File: config.mk
export PLATFORM = sky130hd
export DESIGN_NAME = hex_token_parser
export DESIGN_NICKNAME = d
export VERILOG_FILES = /design/src/rtl/hex_token_parser_pkg.sv /design/src/rtl/hex_nibble_decode.sv /design/src/rtl/hex_token_parser.sv
export SDC_FILE = /design/constraint.sdc
export NUM_CORES = 1
export LEC_CHECK = 0
export ABC_AREA = 1
export CORE_AREA = 2 2 80 82
export CTS_CLUSTER_DIAMETER = 50
export DETAILED_ROUTE_END_ITERATION = 7
export DIE_AREA = 0 0 82 84
export GPL_TIMING_DRIVEN = 0
export PLACE_DENSITY_LB_ADDON = 0.1
export REMOVE_ABC_BUFFERS = 1
export SLEW_MARGIN = 20
export SYNTH_ARGS = -nofsm -noshare
export SYNTH_HDL_FRONTEND = slang
export SYNTH_HIERARCHICAL = 1
export SYNTH_SLANG_ARGS = --single-unit
File: constraint.sdc
create_clock -name CLK -period 3.5 [get_ports CLK]
set_clock_uncertainty 0.1 [all_clocks]
set_input_delay 0.7 -clock CLK [delete_from_list [all_inputs] [get_ports CLK]]
set_output_delay 0.7 -clock CLK [all_outputs]
set_load 0.01 [all_outputs]
File: src/rtl/hex_token_parser_pkg.sv
// Shared constants for the hex token parser: delimiter bytes, FSM state
// encodings and the digit-count width.
package hex_token_parser_pkg;

    localparam logic [7:0] DELIM_SPACE = 8'h20;
    localparam logic [7:0] DELIM_TAB   = 8'h09;
    localparam logic [7:0] DELIM_CR    = 8'h0D;
    localparam logic [7:0] DELIM_LF    = 8'h0A;
    localparam logic [7:0] DELIM_COMMA = 8'h2C;

    // Digit counter width; wide enough to hold MAX_DIGITS up to 8.
    localparam int CNT_W = 4;

    typedef enum logic [1:0] {
        IDLE  = 2'd0,
        ACCUM = 2'd1,
        HOLD  = 2'd2,
        SKIP  = 2'd3
    } state_t;

endpackage

File: src/rtl/hex_nibble_decode.sv
// Combinational ASCII classifier: flags hex digits and delimiters and
// returns the 4-bit value of a hex digit (zero for anything else).
module hex_nibble_decode
    import hex_token_parser_pkg::*;
(
    input  logic [7:0] char_byte,
    output logic       is_hex,
    output logic       is_delim,
    output logic [3:0] nibble
);

    // Classify the byte and convert hex digits to their value.
    always_comb begin
        is_hex   = 1'b0;
        nibble   = 4'h0;
        is_delim = char_byte inside {DELIM_SPACE, DELIM_TAB, DELIM_CR,
                                     DELIM_LF, DELIM_COMMA};
        if (char_byte >= 8'h30 && char_byte <= 8'h39) begin
            is_hex = 1'b1;
            nibble = 4'(char_byte - 8'h30);
        end else if (char_byte >= 8'h41 && char_byte <= 8'h46) begin
            is_hex = 1'b1;
            nibble = 4'(char_byte - 8'h37);
        end else if (char_byte >= 8'h61 && char_byte <= 8'h66) begin
            is_hex = 1'b1;
            nibble = 4'(char_byte - 8'h57);
        end
    end

endmodule

File: src/rtl/hex_token_parser.sv
// Streaming parser that turns delimiter-separated ASCII hex tokens into
// right-aligned binary values with a valid/ready handoff and an error pulse
// for malformed or oversized tokens.
module hex_token_parser
    import hex_token_parser_pkg::*;
#(
    parameter int MAX_DIGITS = 8
) (
    input  logic                    CLK,
    input  logic                    RST_N,
    input  logic [7:0]              iDATA,
    input  logic                    iVALID,
    output logic                    oREADY,
    output logic [4*MAX_DIGITS-1:0] oVALUE,
    output logic [CNT_W-1:0]        oDIGITS,
    output logic                    oVALID,
    input  logic                    iREADY,
    output logic                    oERROR
);

    localparam int VW = 4 * MAX_DIGITS;

    state_t           state;
    logic [VW-1:0]    acc;
    logic [CNT_W-1:0] cnt;

    logic             is_hex;
    logic             is_delim;
    logic [3:0]       nibble;
    logic             accept;
    logic [VW-1:0]    acc_shift;

    hex_nibble_decode u_decode (
        .char_byte (iDATA),
        .is_hex    (is_hex),
        .is_delim  (is_delim),
        .nibble    (nibble)
    );

    // Bytes are only taken while no token is waiting for the consumer.
    assign oREADY    = (state != HOLD);
    assign accept    = iVALID && oREADY;
    assign acc_shift = (acc << 4) | VW'(nibble);

    // Token FSM with registered outputs; oERROR defaults low so it pulses.
    always_ff @(posedge CLK or negedge RST_N) begin
        if (!RST_N) begin
            state   <= IDLE;
            acc     <= '0;
            cnt     <= '0;
            oVALUE  <= '0;
            oDIGITS <= '0;
            oVALID  <= 1'b0;
            oERROR  <= 1'b0;
        end else begin
            oERROR <= 1'b0;
            case (state)
                IDLE: begin
                    if (accept) begin
                        if (is_hex) begin
                            acc   <= VW'(nibble);
                            cnt   <= CNT_W'(1);
                            state <= ACCUM;
                        end else if (!is_delim) begin
                            oERROR <= 1'b1;
                            state  <= SKIP;
                        end
                    end
                end
                ACCUM: begin
                    if (accept) begin
                        if (is_hex) begin
                            if (cnt < CNT_W'(MAX_DIGITS)) begin
                                acc <= acc_shift;
                                cnt <= cnt + CNT_W'(1);
                            end else begin
                                // Too many digits for the value width.
                                oERROR <= 1'b1;
                                state  <= SKIP;
                            end
                        end else if (is_delim) begin
                            oVALUE  <= acc;
                            oDIGITS <= cnt;
                            oVALID  <= 1'b1;
                            state   <= HOLD;
                        end else begin
                            oERROR <= 1'b1;
                            state  <= SKIP;
                        end
                    end
                end
                HOLD: begin
                    // oVALUE/oDIGITS stay put after handoff until the next token.
                    if (iREADY) begin
                        oVALID <= 1'b0;
                        state  <= IDLE;
                    end
                end
                SKIP: begin
                    if (accept && is_delim) begin
                        state <= IDLE;
                    end
                end
                default: state <= IDLE;
            endcase
        end
    end

endmodule

Word level (Yosys, flattened, before mapping)
Index checks and enable logic that the tools add are counted.
- bits in writable memories: 0
- word-level logic and storage cells: 93
- input port bits: 12
- output and inout bits: 39
- bits in read-only memories: 0
- register bits: 76
- memories kept: 0
- bits in latches: 0
- multipliers: 0
- div/mod/pow operators: 0
- magnitude comparators: 7
- bitwise gates (word level): 2
- shift-type cells: 0
- mux-type cells: 40
- equality and inequality tests: 20
- reductions and logical operators: 13
- add/sub/neg operators: 4
- operators by type and width (kind ; count):
    32-bit two-way mux ; 5
    32-bit one-hot mux with 2 select lines ; 1
    4-bit two-way mux ; 8
    32-bit by 4-bit OR with 32-bit output ; 1
    8-bit by 4-bit == test with 1-bit output (second input constant) ; 3
    2-bit inequality test (second input constant) ; 10
    8-bit by 6-bit == test with 1-bit output (second input constant) ; 2
    8-bit by 7-bit >= comparator with 1-bit output (second input constant) ; 2
    8-bit by 7-bit less-or-equal comparator with 1-bit output (second input constant) ; 2
    2-bit two-way mux ; 8
    1-bit two-way mux ; 14
    6-bit AND reduction ; 2
    8-bit by 6-bit >= comparator with 1-bit output (second input constant) ; 1
    8-bit by 6-bit less-or-equal comparator with 1-bit output (second input constant) ; 1
    2-bit one-hot mux with 4 select lines ; 1
    4-bit one-hot mux with 2 select lines ; 1
    4-bit by 3-bit subtractor with 4-bit output (second input constant) ; 2
    3-bit inequality test (second input constant) ; 2
    1-bit logical AND ; 5
    5-bit AND reduction ; 1
    5-bit nonzero test ; 1
    4-bit by 1-bit adder with 4-bit output (second input constant) ; 1
    2-bit == test (second input constant) ; 2
    4-bit less-than comparator (second input constant) ; 1
    other kinds (7) ; 9

Longest topological paths before layout
Gate-level depths: netlist of the first run.
- depth after elaboration: 10
- gate-level depth with buffers: 13

Cells and area by module
The synthesis of the first run kept the hierarchy.
- modules (own cells, without submodules) (module ; area each (um2) ; cells each ; seq. area each (um2) ; times used):
    hex_token_parser ; 3070.4 ; 347 ; 1901.8 ; 1
    hex_nibble_decode ; 225.2 ; 41 ; 0.0 ; 1

Worst setup path before layout of the first run
No wires, ideal clock.
- kind: input to register
- from: in iDATA[1]
- to: reg oVALUE[11]
- slack: 1.315 ns
- data arrival time: 2.020 ns
- setup time: 0.065 ns
- cell stages on the path: 13
- cell sequence: inv_1 -> ha_1 -> a21oi_1 -> nand2_1 -> nand3_1 -> a31oi_1 -> inv_1 -> nor2_1 -> nand3_4 -> clkinv_2 -> buf_6 -> nand2_1 -> nand2_1
- RTL lines (element ; line ; RTL):
    start: declaration ; hex_token_parser.sv:11 ; input logic [7:0] iDATA,
    8-bit by 6-bit == test with 1-bit output / 8-bit by 4-bit == test with 1-bit output (equally long branches) ; hex_nibble_decode.sv:16 ; is_delim = char_byte inside {DELIM_SPACE, DELIM_TAB, DELIM_CR,
    5-bit nonzero test (*) ; hex_nibble_decode.sv:16 ;
    via is_delim ; hex_token_parser.sv:28 ; logic is_delim;
    4-bit AND reduction (no line) (*) ; -- ;
    end signal: assignment ; hex_token_parser.sv:51 ; oVALUE <= '0;
    end signal: assignment ; hex_token_parser.sv:82 ; oVALUE <= acc;
    end: declaration ; hex_token_parser.sv:14 ; output logic [4*MAX_DIGITS-1:0] oVALUE,
Mark *: on every way through the listed nets, which the timed path passes. The rest lies on a longest branch.
A chain may end at the register's enable or synchronous reset.

Final worst setup path of the first run
- from: in iDATA[0]
- to: reg oVALUE[12]
- word-level cells in the longest chain between the ends: 7
- RTL lines (element ; line ; RTL):
    8-bit by 7-bit >= comparator with 1-bit output / 8-bit by 7-bit less-or-equal comparator with 1-bit output (equally long branches) ; hex_nibble_decode.sv:24 ; end else if (char_byte >= 8'h61 && char_byte <= 8'h66) begin
    1-bit logical AND ; hex_nibble_decode.sv:24 ;
    1-bit two-way mux ; hex_nibble_decode.sv:24 ;
    1-bit two-way mux ; hex_nibble_decode.sv:21 ; end else if (char_byte >= 8'h41 && char_byte <= 8'h46) begin
    1-bit two-way mux (*) ; hex_nibble_decode.sv:18 ; if (char_byte >= 8'h30 && char_byte <= 8'h39) begin
    via is_hex ; hex_token_parser.sv:27 ; logic is_hex;
    1-bit inverter (no line) (*) ; -- ;
    4-bit AND reduction (no line) (*) ; -- ;
Marked as above.

==> results.ini, run 1 <==
[synth]
ys_top_cells_by_area=sky130_fd_sc_hd__dfrtp_1 58%, sky130_fd_sc_hd__nand2_1 20%, sky130_fd_sc_hd__o21ai_0 4.6%
synth_edf_count=0
library_cell_with_the_highest_instance_count_after_synthesis=sky130_fd_sc_hd__nand2_1
synth-seq-cells=76
synth-main-ff-cell=sky130_fd_sc_hd__dfrtp_1
synthDominantAreaCellType=sky130_fd_sc_hd__dfrtp_1
yosys.cell_types.count=24
syn-cell-area_um2=3296
yosysWarnings=6
synth-seq-area-share_pct=57.71
syn_area_per_cell_um2=8.494
synthDominantCellAreaShare_pct=57.71
yosys-top-cells-count=178 x sky130_fd_sc_hd__nand2_1, 76 x sky130_fd_sc_hd__dfrtp_1, 30 x sky130_fd_sc_hd__o21ai_0
async_reset_ff_share_pct=100.0
synthesis.instances=388

[place]
post-dp-hpwl_um=3974
gp_congestion=0.8009
dpl_cell_area_um2=3854
port_buffers=50

[floorplanning]
fp.dieArea_um2=6888
num_rows=29
die_height_um=84
dieWidth_um=82
floorplan.io_pins=51
core_area_um2=6096
floorplan.initialDensity_pct=54.06

[sta]
final.hold.worst_slack_ns=0.1781
report.final.slew_viol_count=0
layout_min_cycle_time_ns=3.134
relSlewSlack_pct=47.67
rsz0062_at_grt=no
hold_viol=0
tns_setup_ns=0
finalSetupViolCount=0
max_freq_mhz=319.1
worst-slew-pin-transition_ns=0.7831
final.period_utilization_pct=89.55

[setup_path]
highest_delay_cell_along_the_critical_path=sky130_fd_sc_hd__clkdlybuf4s50_1
setup.worst_path.start_class=input pin
regToRegStartpoint=state[1]
rr_worst_depth=4
cpPeakStageDelay_ns=0.58
worst-path-stages=11
setup.reg_to_reg.worst_slack_ns=1.13
timing_worst_setup_path_type=in2reg
timing.critical_path.mode_cell=sky130_fd_sc_hd__nand2_1
cp.buffers_inverters=2
crit_path_cell_trace=clkdlybuf4s50_1 -> inv_1 -> ha_1 -> nand2_1 -> nand3_1 -> nand2_2 -> nand2_2 -> nor2_1 -> nand3_2 -> nand2_1 -> nand2_1
crit_path_leading_delay_family=simple AND/OR/NAND/NOR gates
reg2reg_to=oVALUE[12]
end_kind=flop
critPathRequiredTime_ns=3.63
worstPathArrival_ns=3.26
timing.critical_path.from=iDATA[0]
critPathMaxFanout=23
worst_setup_path_endpoint=oVALUE[12]

[power]
leakagePower_nw=1.985
p_total_mw=2.416
power.density_cell_area_nw_per_um2=584.0
ir_drop_uv=405.2

[cells_and_area]
drive_gt1_share_pct=7.256
n_antenna_cell=0
area.growth.synth_to_final_pct=25.51
final_nets=453
final_util_pct=67.86
final.fill_count=492
final_design_area_excluding_fillers_um2=4136

[cts]
cts_max_path_buffers=2
cts_tree=yes
total_clock_buffers_created_by_cts=9
cts.htree.levels=3
clk_transition_reported_paths_ns=0.08
cts_setup_buffers=0
clock-root-buffer=sky130_fd_sc_hd__clkbuf_8
clock_sinks=76
clk-insertion-delay-late_ns=0.35

[drt]
final_antenna_net_count=0
via_count_of_the_routed_design=2602
drt-pass1-iter-count=4
detail_route.vias_per_cell=5.023
detail_route.iter0.violations=148
drc_errors=0
wire_per_inst_um=12.52
wirelength_um=6487

[global_route]
grt_overflow_total=0
grt_first_pass_wirelength_um=10710
combined_global_route_utilization_of_all_metal_layers_pct=20.17
initial_antenna_violation_count=0
number_of_global_route_vias_before_repair=2397
grt_start_max_net_pins=49

[job]
max_cap_viol_count=0

[status]
run_status=finished clean

[hold_path]
worst_hold_path_type=in2async

through the flow:
stage | instances | setup WS, ns
finish | 518 | 0.3659
global route | 518 | 0.1082
CTS | 517 | 0.1496
detailed placement | 501 | -0.1726
global placement | 499 | -1.044
floorplan | 372 | 1.007
worst reg2reg max path: stages, from the launching register on:
cell                      delay (ns)
sky130_fd_sc_hd__dfrtp_1        0.50
sky130_fd_sc_hd__nor2_4         0.67
sky130_fd_sc_hd__nand3_2        0.69
sky130_fd_sc_hd__nand2_1        0.24
sky130_fd_sc_hd__nand2_1        0.07
layer usage:
| metal | track usage, % | share of wire, % | up-vias |
|---|---|---|---|
| met4 | 9.242 | 0.79 | 0 |
| met3 | 4.004 | 4.9 | 5 |
| met1 | 26.11 | 45 | 1232 |
| li1 | - | - | 1314 |
| met2 | 32.30 | 49 | 51 |
| met5 | 0 | 0 | - |
cells by family after synthesis:
kind of cell | count (synthesis) | share of synthesized area [%]
buffers and inverters | 38 | 5.542
AOI/OAI and AO/OA | 53 | 8.200
and+or+nand+nor | 215 | 26.39
xor gates and xnor gates | 1 | 0.2658
DFF | 76 | 57.71
adders and majority gates | 5 | 1.898
sequential cells by signal, summed over array words and instances, names as in the netlist:
register / flops
acc: 32
oVALUE: 32
cnt: 4
oDIGITS: 4
state: 2
oERROR: 1
oVALID: 1
cells in the final DEF (no fill, tap or decap), types with 2 or more instances in the layout:
cell type / synthesis / routed
sky130_fd_sc_hd__nand2_1: 178 / 178
sky130_fd_sc_hd__dfrtp_1: 76 / 76
sky130_fd_sc_hd__clkdlybuf4s50_1: 0 / 49
sky130_fd_sc_hd__o21ai_0: 30 / 30
sky130_fd_sc_hd__inv_1: 18 / 18
sky130_fd_sc_hd__o21ai_1: 18 / 18
sky130_fd_sc_hd__nor2_1: 15 / 15
sky130_fd_sc_hd__clkbuf_8: 0 / 13
sky130_fd_sc_hd__nand3_1: 12 / 12
sky130_fd_sc_hd__ha_1: 5 / 5
sky130_fd_sc_hd__inv_2: 3 / 3
sky130_fd_sc_hd__a21oi_1: 3 / 3
sky130_fd_sc_hd__bufinv_16: 0 / 3
sky130_fd_sc_hd__nor2_2: 2 / 2
sky130_fd_sc_hd__buf_16: 0 / 2
sky130_fd_sc_hd__nand2_2: 2 / 2
area by class of cell:
type	instances	area [um^2]	area share [%]
multi-input combinational	275	1229	29.70
timing repair buffer	52	553.0	13.37
inverter	22	87.58	2.117
sequential	76	1902	45.98
tap	77	96.34	2.329
clock buffer	13	178.9	4.325
clock inverter	3	90.09	2.178
how the worst min path moves through the flow:
stage	startpoint	cells past startpoint	endpoint
after CTS	RST_N	1	oVALUE[11]
after detailed placement	oVALUE[19]	2	oVALUE[19]
final	RST_N	1	oVALUE[23]
after floorplan	RST_N	0	acc[0]
after global routing	RST_N	1	oVALUE[8]
after global placement	acc[31]	2	oVALUE[31]
where the power goes:
| group | internal, mW | switching [mW] | leakage [nW] | total, mW |
|---|---|---|---|---|
| logic | 0.192 | 0.281 | 0.806 | 0.474 |
| registers | 0.993 | 0.0867 | 1.04 | 1.08 |
| clock network | 0.552 | 0.310 | 0.136 | 0.862 |
| total | 1.74 | 0.678 | 1.98 | 2.42 |
timing repair:
item | CTS | global route
resized for setup | 0 | 2
hold buffers | 0 | 0
setup endpoints to repair | 0 | 28
No activity file was read; power rests on OpenSTA's default activity.
==> run 2, diff against run 1 <==
--- a/config.mk
+++ b/config.mk
@@ -6,10 +6,10 @@
 export NUM_CORES = 1
 export LEC_CHECK = 0
 export ABC_AREA = 1
-export CORE_AREA = 2 2 80 82
+export CORE_AREA = 2 2 95 97
 export CTS_CLUSTER_DIAMETER = 50
 export DETAILED_ROUTE_END_ITERATION = 7
-export DIE_AREA = 0 0 82 84
+export DIE_AREA = 0 0 97 99
 export GPL_TIMING_DRIVEN = 0
 export PLACE_DENSITY_LB_ADDON = 0.1
 export REMOVE_ABC_BUFFERS = 1
==> run 2 against run 1 <==
Net effect: setup slack worse by 0.024 ns; count of clock-buffer cells in the layout is 4 lower; die area is 39% higher; register-to-register slack worse by 0.19 ns; first-iteration DRC count is 18% lower; largest cell class unchanged.
==> results.ini, run 2 (synthesis gave the netlist of run 1 again) <==
[drt]
detail_route.vias_per_cell=4.606
drt-pass1-iter-count=4
met1_length_um=3116
wire_per_inst_um=11.62
final_antenna_net_count=0
wl_met3_um=284
via_count_of_the_routed_design=2524
routed_length_on_met2_um=2890
top_layer_used=met4
drc_errors=0
wirelength_um=6368
detail_route.iter0.violations=122

[setup_path]
reg2reg_to=oVALUE[4]
highest_delay_cell_along_the_critical_path=sky130_fd_sc_hd__clkdlybuf4s50_1
crit_path_cell_trace=clkdlybuf4s50_1 -> inv_1 -> ha_1 -> nand2_1 -> nand3_1 -> nand2_2 -> nand2_2 -> nor2_1 -> nand3_4 -> inv_6 -> nand2_1 -> nand2_1
end_kind=flop
regToRegStartpoint=state[1]
setup.worst_path.start_class=input pin
rr_worst_depth=5
crit_path_leading_delay_family=simple AND/OR/NAND/NOR gates
worstPathArrival_ns=3.34
cpPeakStageDelay_ns=0.57
timing.critical_path.mode_cell=sky130_fd_sc_hd__nand2_1
timing_worst_setup_path_type=in2reg
setup.reg_to_reg.worst_slack_ns=0.94
critPathRequiredTime_ns=3.68
cp.buffers_inverters=3
critPathMaxFanout=46

[power]
switching_power_mw=0.7016
swShare_pct=29.68
p_total_mw=2.364
leakagePower_nw=1.965
clock_power_share_pct=34.4
p_comb_share_pct=20.1
share_seq_of_total_power_pct=45.5
p_int_mw=1.662
power.density_cell_area_nw_per_um2=570.7
ir_drop_uv=328.3

[sta]
report.final.slew_viol_count=0
worst-slew-pin-transition_ns=0.8038
finalSetupViolCount=0
final.period_utilization_pct=90.22
rsz0062_at_grt=no
layout_min_cycle_time_ns=3.158
tns_setup_ns=0
hold_viol=0
final.hold.worst_slack_ns=0.1537
relSlewSlack_pct=46.29
max_freq_mhz=316.7
setup_ws_ns=0.3423

[cts]
cts.htree.levels=3
cts_tree=yes
cts.hold.buffers_added=0
clk-insertion-delay-late_ns=0.34
total_clock_buffers_created_by_cts=9
clk_transition_reported_paths_ns=0.08
cts-resized-gates=0
clock_sinks=76
cts_max_path_buffers=2
cts_setup_buffers=0
clock-root-buffer=sky130_fd_sc_hd__clkbuf_8

[cells_and_area]
final-instance-count-excl-fill=548
drive_gt1_share_pct=7.045
final_nets=452
final_design_area_excluding_fillers_um2=4143
final_common_cell=sky130_fd_sc_hd__nand2_1
reg.largest.list=acc x32, oVALUE x32
n_antenna_cell=0
top_library_cells_by_usage_in_the_layout_fill_and_taps_aside=178 x sky130_fd_sc_hd__nand2_1, 76 x sky130_fd_sc_hd__dfrtp_1, 49 x sky130_fd_sc_hd__clkdlybuf4s50_1, 30 x sky130_fd_sc_hd__o21ai_0
final_util_pct=48.45
final.fill_count=863
area.growth.synth_to_final_pct=25.70

[global_route]
grt_overflow_total=0
initial_antenna_violation_count=0
grt_start_max_net_pins=54
grt_first_pass_wirelength_um=10920
number_of_global_route_vias_before_repair=2369
combined_global_route_utilization_of_all_metal_layers_pct=13.98

[floorplanning]
core_area_um2=8551
num_rows=34
die_height_um=99
floorplan.io_pins=51
fp.dieArea_um2=9603
floorplan.initialDensity_pct=38.54
dieWidth_um=97

[job]
max_cap_viol_count=0

[hold_path]
worst_hold_path_type=in2async

[place]
dpl_cell_area_um2=3892
post-dp-hpwl_um=4012
gp_congestion=0.8282
dp_cells=532
port_buffers=50
dp_worst_setup_slack_ns=-0.2174

[status]
run_status=finished clean

run 2: cell count changes in the layout (fill, tap and decap cells not counted):
cell / delta
sky130_fd_sc_hd__clkbuf_8: -4
sky130_fd_sc_hd__clkinvlp_4: +2
sky130_fd_sc_hd__inv_6: +2
sky130_fd_sc_hd__nand3_2: -1
run 2: cell type report:
| cell class | count | area, um^2 | area share [%] |
|---|---|---|---|
| Multi-Input combinational cell | 274 | 1219 | 29.42 |
| Clock buffer | 9 | 123.9 | 2.990 |
| Inverter | 22 | 87.58 | 2.114 |
| Tap cell | 108 | 135.1 | 3.262 |
| Sequential cell | 76 | 1902 | 45.91 |
| Timing Repair Buffer | 52 | 553.0 | 13.35 |
| Clock inverter | 7 | 122.6 | 2.960 |
run 2: power by group through the flow:
stage / Sequential [mW] / Combinational (mW) / Clock (mW)
6_report: 1.08 / 0.474 / 0.813
4_1_cts: 1.08 / 0.483 / 0.843
2_1_floorplan: 1.10 / 0.257 / 0
3_3_place_gp: 1.09 / 0.467 / 0
3_5_place_dp: 1.09 / 0.479 / 0
5_1_grt: 1.09 / 0.540 / 0.877
run 2: how the worst max path moves through the flow:
| stage | start | endpoint | slack (ns) | depth (start not counted) |
|---|---|---|---|---|
| floorplan | iDATA[1] | oVALUE[10] | 1.01 | 12 |
| global placement | RST_N | oVALID | -1.15 | 1 |
| detailed placement | iDATA[0] | oVALUE[4] | -0.22 | 12 |
| CTS | iDATA[0] | oVALUE[4] | 0.15 | 12 |
| global route | iDATA[0] | oVALUE[17] | 0.003 | 12 |
| finish | iDATA[0] | oVALUE[4] | 0.34 | 12 |
run 2: layer usage:
metal / GRT usage (%) / up-vias
li1: - / 1314
met1: 17.84 / 1159
met2: 22.28 / 47
met3: 3.262 / 4
met4: 7.367 / 0
met5: 0 / -
==> run 3, diff against run 2 <==
--- a/config.mk
+++ b/config.mk
@@ -13,6 +13,7 @@
 export GPL_TIMING_DRIVEN = 0
 export PLACE_DENSITY_LB_ADDON = 0.1
 export REMOVE_ABC_BUFFERS = 1
+export SETUP_SLACK_MARGIN = 0.15
 export SLEW_MARGIN = 20
 export SYNTH_ARGS = -nofsm -noshare
 export SYNTH_HDL_FRONTEND = slang
==> run 3 against run 2 <==
Net effect: via count up 0.55%; combinational power about the same; hold slack worse by 0.00097 ns; fmax up 3.5%; non-clock buffer count unchanged; final cell count up 0.18%; count of clock-buffer cells in the layout unchanged; largest power group unchanged; die area unchanged; critical endpoint is now oVALUE[0]; sequential power about the same; register-to-register slack better by 0.14 ns.
==> results.ini, run 3 (synthesis gave the netlist of run 1 again) <==
[hold_path]
worst_hold_path_type=in2async

[power]
share_seq_of_total_power_pct=45.5
switching_power_mw=0.7049
swShare_pct=29.77
clock_power_share_pct=34.4
power.density_cell_area_nw_per_um2=569.8
p_int_mw=1.663
p_total_mw=2.368
p_comb_share_pct=20.1
ir_drop_uv=328.2
leakagePower_nw=1.965

[cells_and_area]
final_util_pct=48.60
reg.largest.list=acc x32, oVALUE x32
drive_gt1_share_pct=7.483
final_common_cell=sky130_fd_sc_hd__nand2_1
final_design_area_excluding_fillers_um2=4155
multi_input_comb_area_um2=1231
regArea_um2=1902
n_antenna_cell=0
final_nets=453
top_library_cells_by_usage_in_the_layout_fill_and_taps_aside=178 x sky130_fd_sc_hd__nand2_1, 76 x sky130_fd_sc_hd__dfrtp_1, 49 x sky130_fd_sc_hd__clkdlybuf4s50_1, 30 x sky130_fd_sc_hd__o21ai_0
area.growth.synth_to_final_pct=26.08
final.fill_count=867

[drt]
drt-pass1-iter-count=4
drc_errors=0
detail_route.iter0.violations=117
detail_route.vias_per_cell=4.623
via_count_of_the_routed_design=2538
wire_per_inst_um=12.14
final_antenna_net_count=0
wirelength_um=6666

[floorplanning]
floorplan.initialDensity_pct=38.54
core_area_um2=8551
floorplan.io_pins=51
die_height_um=99
num_rows=34
fp.dieArea_um2=9603
dieWidth_um=97

[setup_path]
worstPathArrival_ns=3.20
setup.worst_path.start_class=input pin
cpPeakStageDelay_ns=0.57
highest_delay_cell_along_the_critical_path=sky130_fd_sc_hd__clkdlybuf4s50_1
end_kind=flop
crit_path_cell_trace=clkdlybuf4s50_1 -> inv_1 -> ha_1 -> nand2_1 -> nand3_1 -> nand2_2 -> nand2_2 -> nor2_2 -> nand3_2 -> o21ai_1
timing_worst_setup_path_type=in2reg
timing.critical_path.mode_cell=sky130_fd_sc_hd__nand2_2
critPathRequiredTime_ns=3.65
critPathMaxFanout=23

[cts]
total_clock_buffers_created_by_cts=9
cts_tree=yes
clk-insertion-delay-late_ns=0.34
clock_sinks=76
cts_max_path_buffers=2
clk_transition_reported_paths_ns=0.08
clock-root-buffer=sky130_fd_sc_hd__clkbuf_8
cts.htree.levels=3
cts.hold.buffers_added=0

[global_route]
grt_start_max_net_pins=54
grt_first_pass_wirelength_um=10920
grt_overflow_total=0
initial_antenna_violation_count=0
combined_global_route_utilization_of_all_metal_layers_pct=13.98
number_of_global_route_vias_before_repair=2369

[sta]
layout_min_cycle_time_ns=3.051
max_freq_mhz=327.8
tns_setup_ns=0
setup_ws_ns=0.4492
worst-slew-pin-transition_ns=0.8030
final.period_utilization_pct=87.17
rsz0062_at_grt=no
report.final.slew_viol_count=0
finalSetupViolCount=0
relSlewSlack_pct=46.34
hold_viol=0

[place]
dpl_cell_area_um2=3892
port_buffers=50
gp_congestion=0.8282
post-dp-hpwl_um=4012
dp_worst_setup_slack_ns=-0.2174

[job]
max_cap_viol_count=0

[status]
run_status=finished clean

[run 3: changes by cell type in the layout (fill, tap and decap cells not counted), sizes merged]
| cell | previous run | this run |
|---|---|---|
| nand3 | 13 | 14 |
[run 3: through the flow]
stage / hold slack (ns) / std cells
final: 0.1527 / 549
after detailed placement: 0.3571 / 532
after global routing: 0.1616 / 549
after CTS: 0.1538 / 548
after global placement: 0.3540 / 530
after floorplan: 0.3044 / 372
[run 3: what timing repair did]
item | 4_1_cts | 5_1_grt
endpoints found under the setup margin | 0 | 28
resized for setup | 0 | 3
endpoints found under the hold margin | 0 | 0
buffers inserted | 0 | 0
[run 3: routing by layer]
| layer | global-route usage [%] | up-vias | part of all wire (%) |
|---|---|---|---|
| met3 | 3.262 | 7 | 4.8 |
| met5 | 0 | - | 0 |
| met1 | 17.84 | 1157 | 50 |
| li1 | - | 1316 | - |
| met4 | 7.367 | 0 | 1.2 |
| met2 | 22.28 | 58 | 44 |
[run 3: path summary, 6_finish.rpt]
kind                          start          to  slack [ns]  depth (start not counted)
setup / recovery           iDATA[0]   oVALUE[0]        0.45                         10
hold / removal                RST_N  oVALUE[31]        0.15                          1
setup reg to reg           state[1]   oVALUE[0]        1.08                          3
hold reg to reg             acc[29]  oVALUE[29]        0.38                          2
max in group asynchronous     RST_N      acc[5]        2.58                          2
min in group CLK            acc[29]  oVALUE[29]        0.38                          2
[run 3: layout make-up]
| cell class | count | area share, % |
|---|---|---|
| inverters | 22 | 2.108 |
| flip-flops and latches | 76 | 45.77 |
| multi-input cells | 275 | 29.63 |
| well taps | 108 | 3.252 |
| clock inverters | 7 | 2.951 |
| clock buffers | 9 | 2.981 |
| repair buffers | 52 | 13.31 |
[run 3: critical path, delay by kind of cell]
kind                     cells  cell delay [ns]
AO/OA/AOI/OAI                1             0.32
adder cells (fa/ha/maj)      1             0.25
buffers and inverters        2             0.66
AND/OR/NAND/NOR              6             1.25
[run 3: power groups by stage]
stage / sequential (mW) / combinational [mW] / clock [mW]
final: 1.08 / 0.477 / 0.815
after detailed placement: 1.09 / 0.479 / 0
after CTS: 1.08 / 0.483 / 0.843
after global placement: 1.09 / 0.467 / 0
after global routing: 1.09 / 0.542 / 0.877
after floorplan: 1.10 / 0.257 / 0
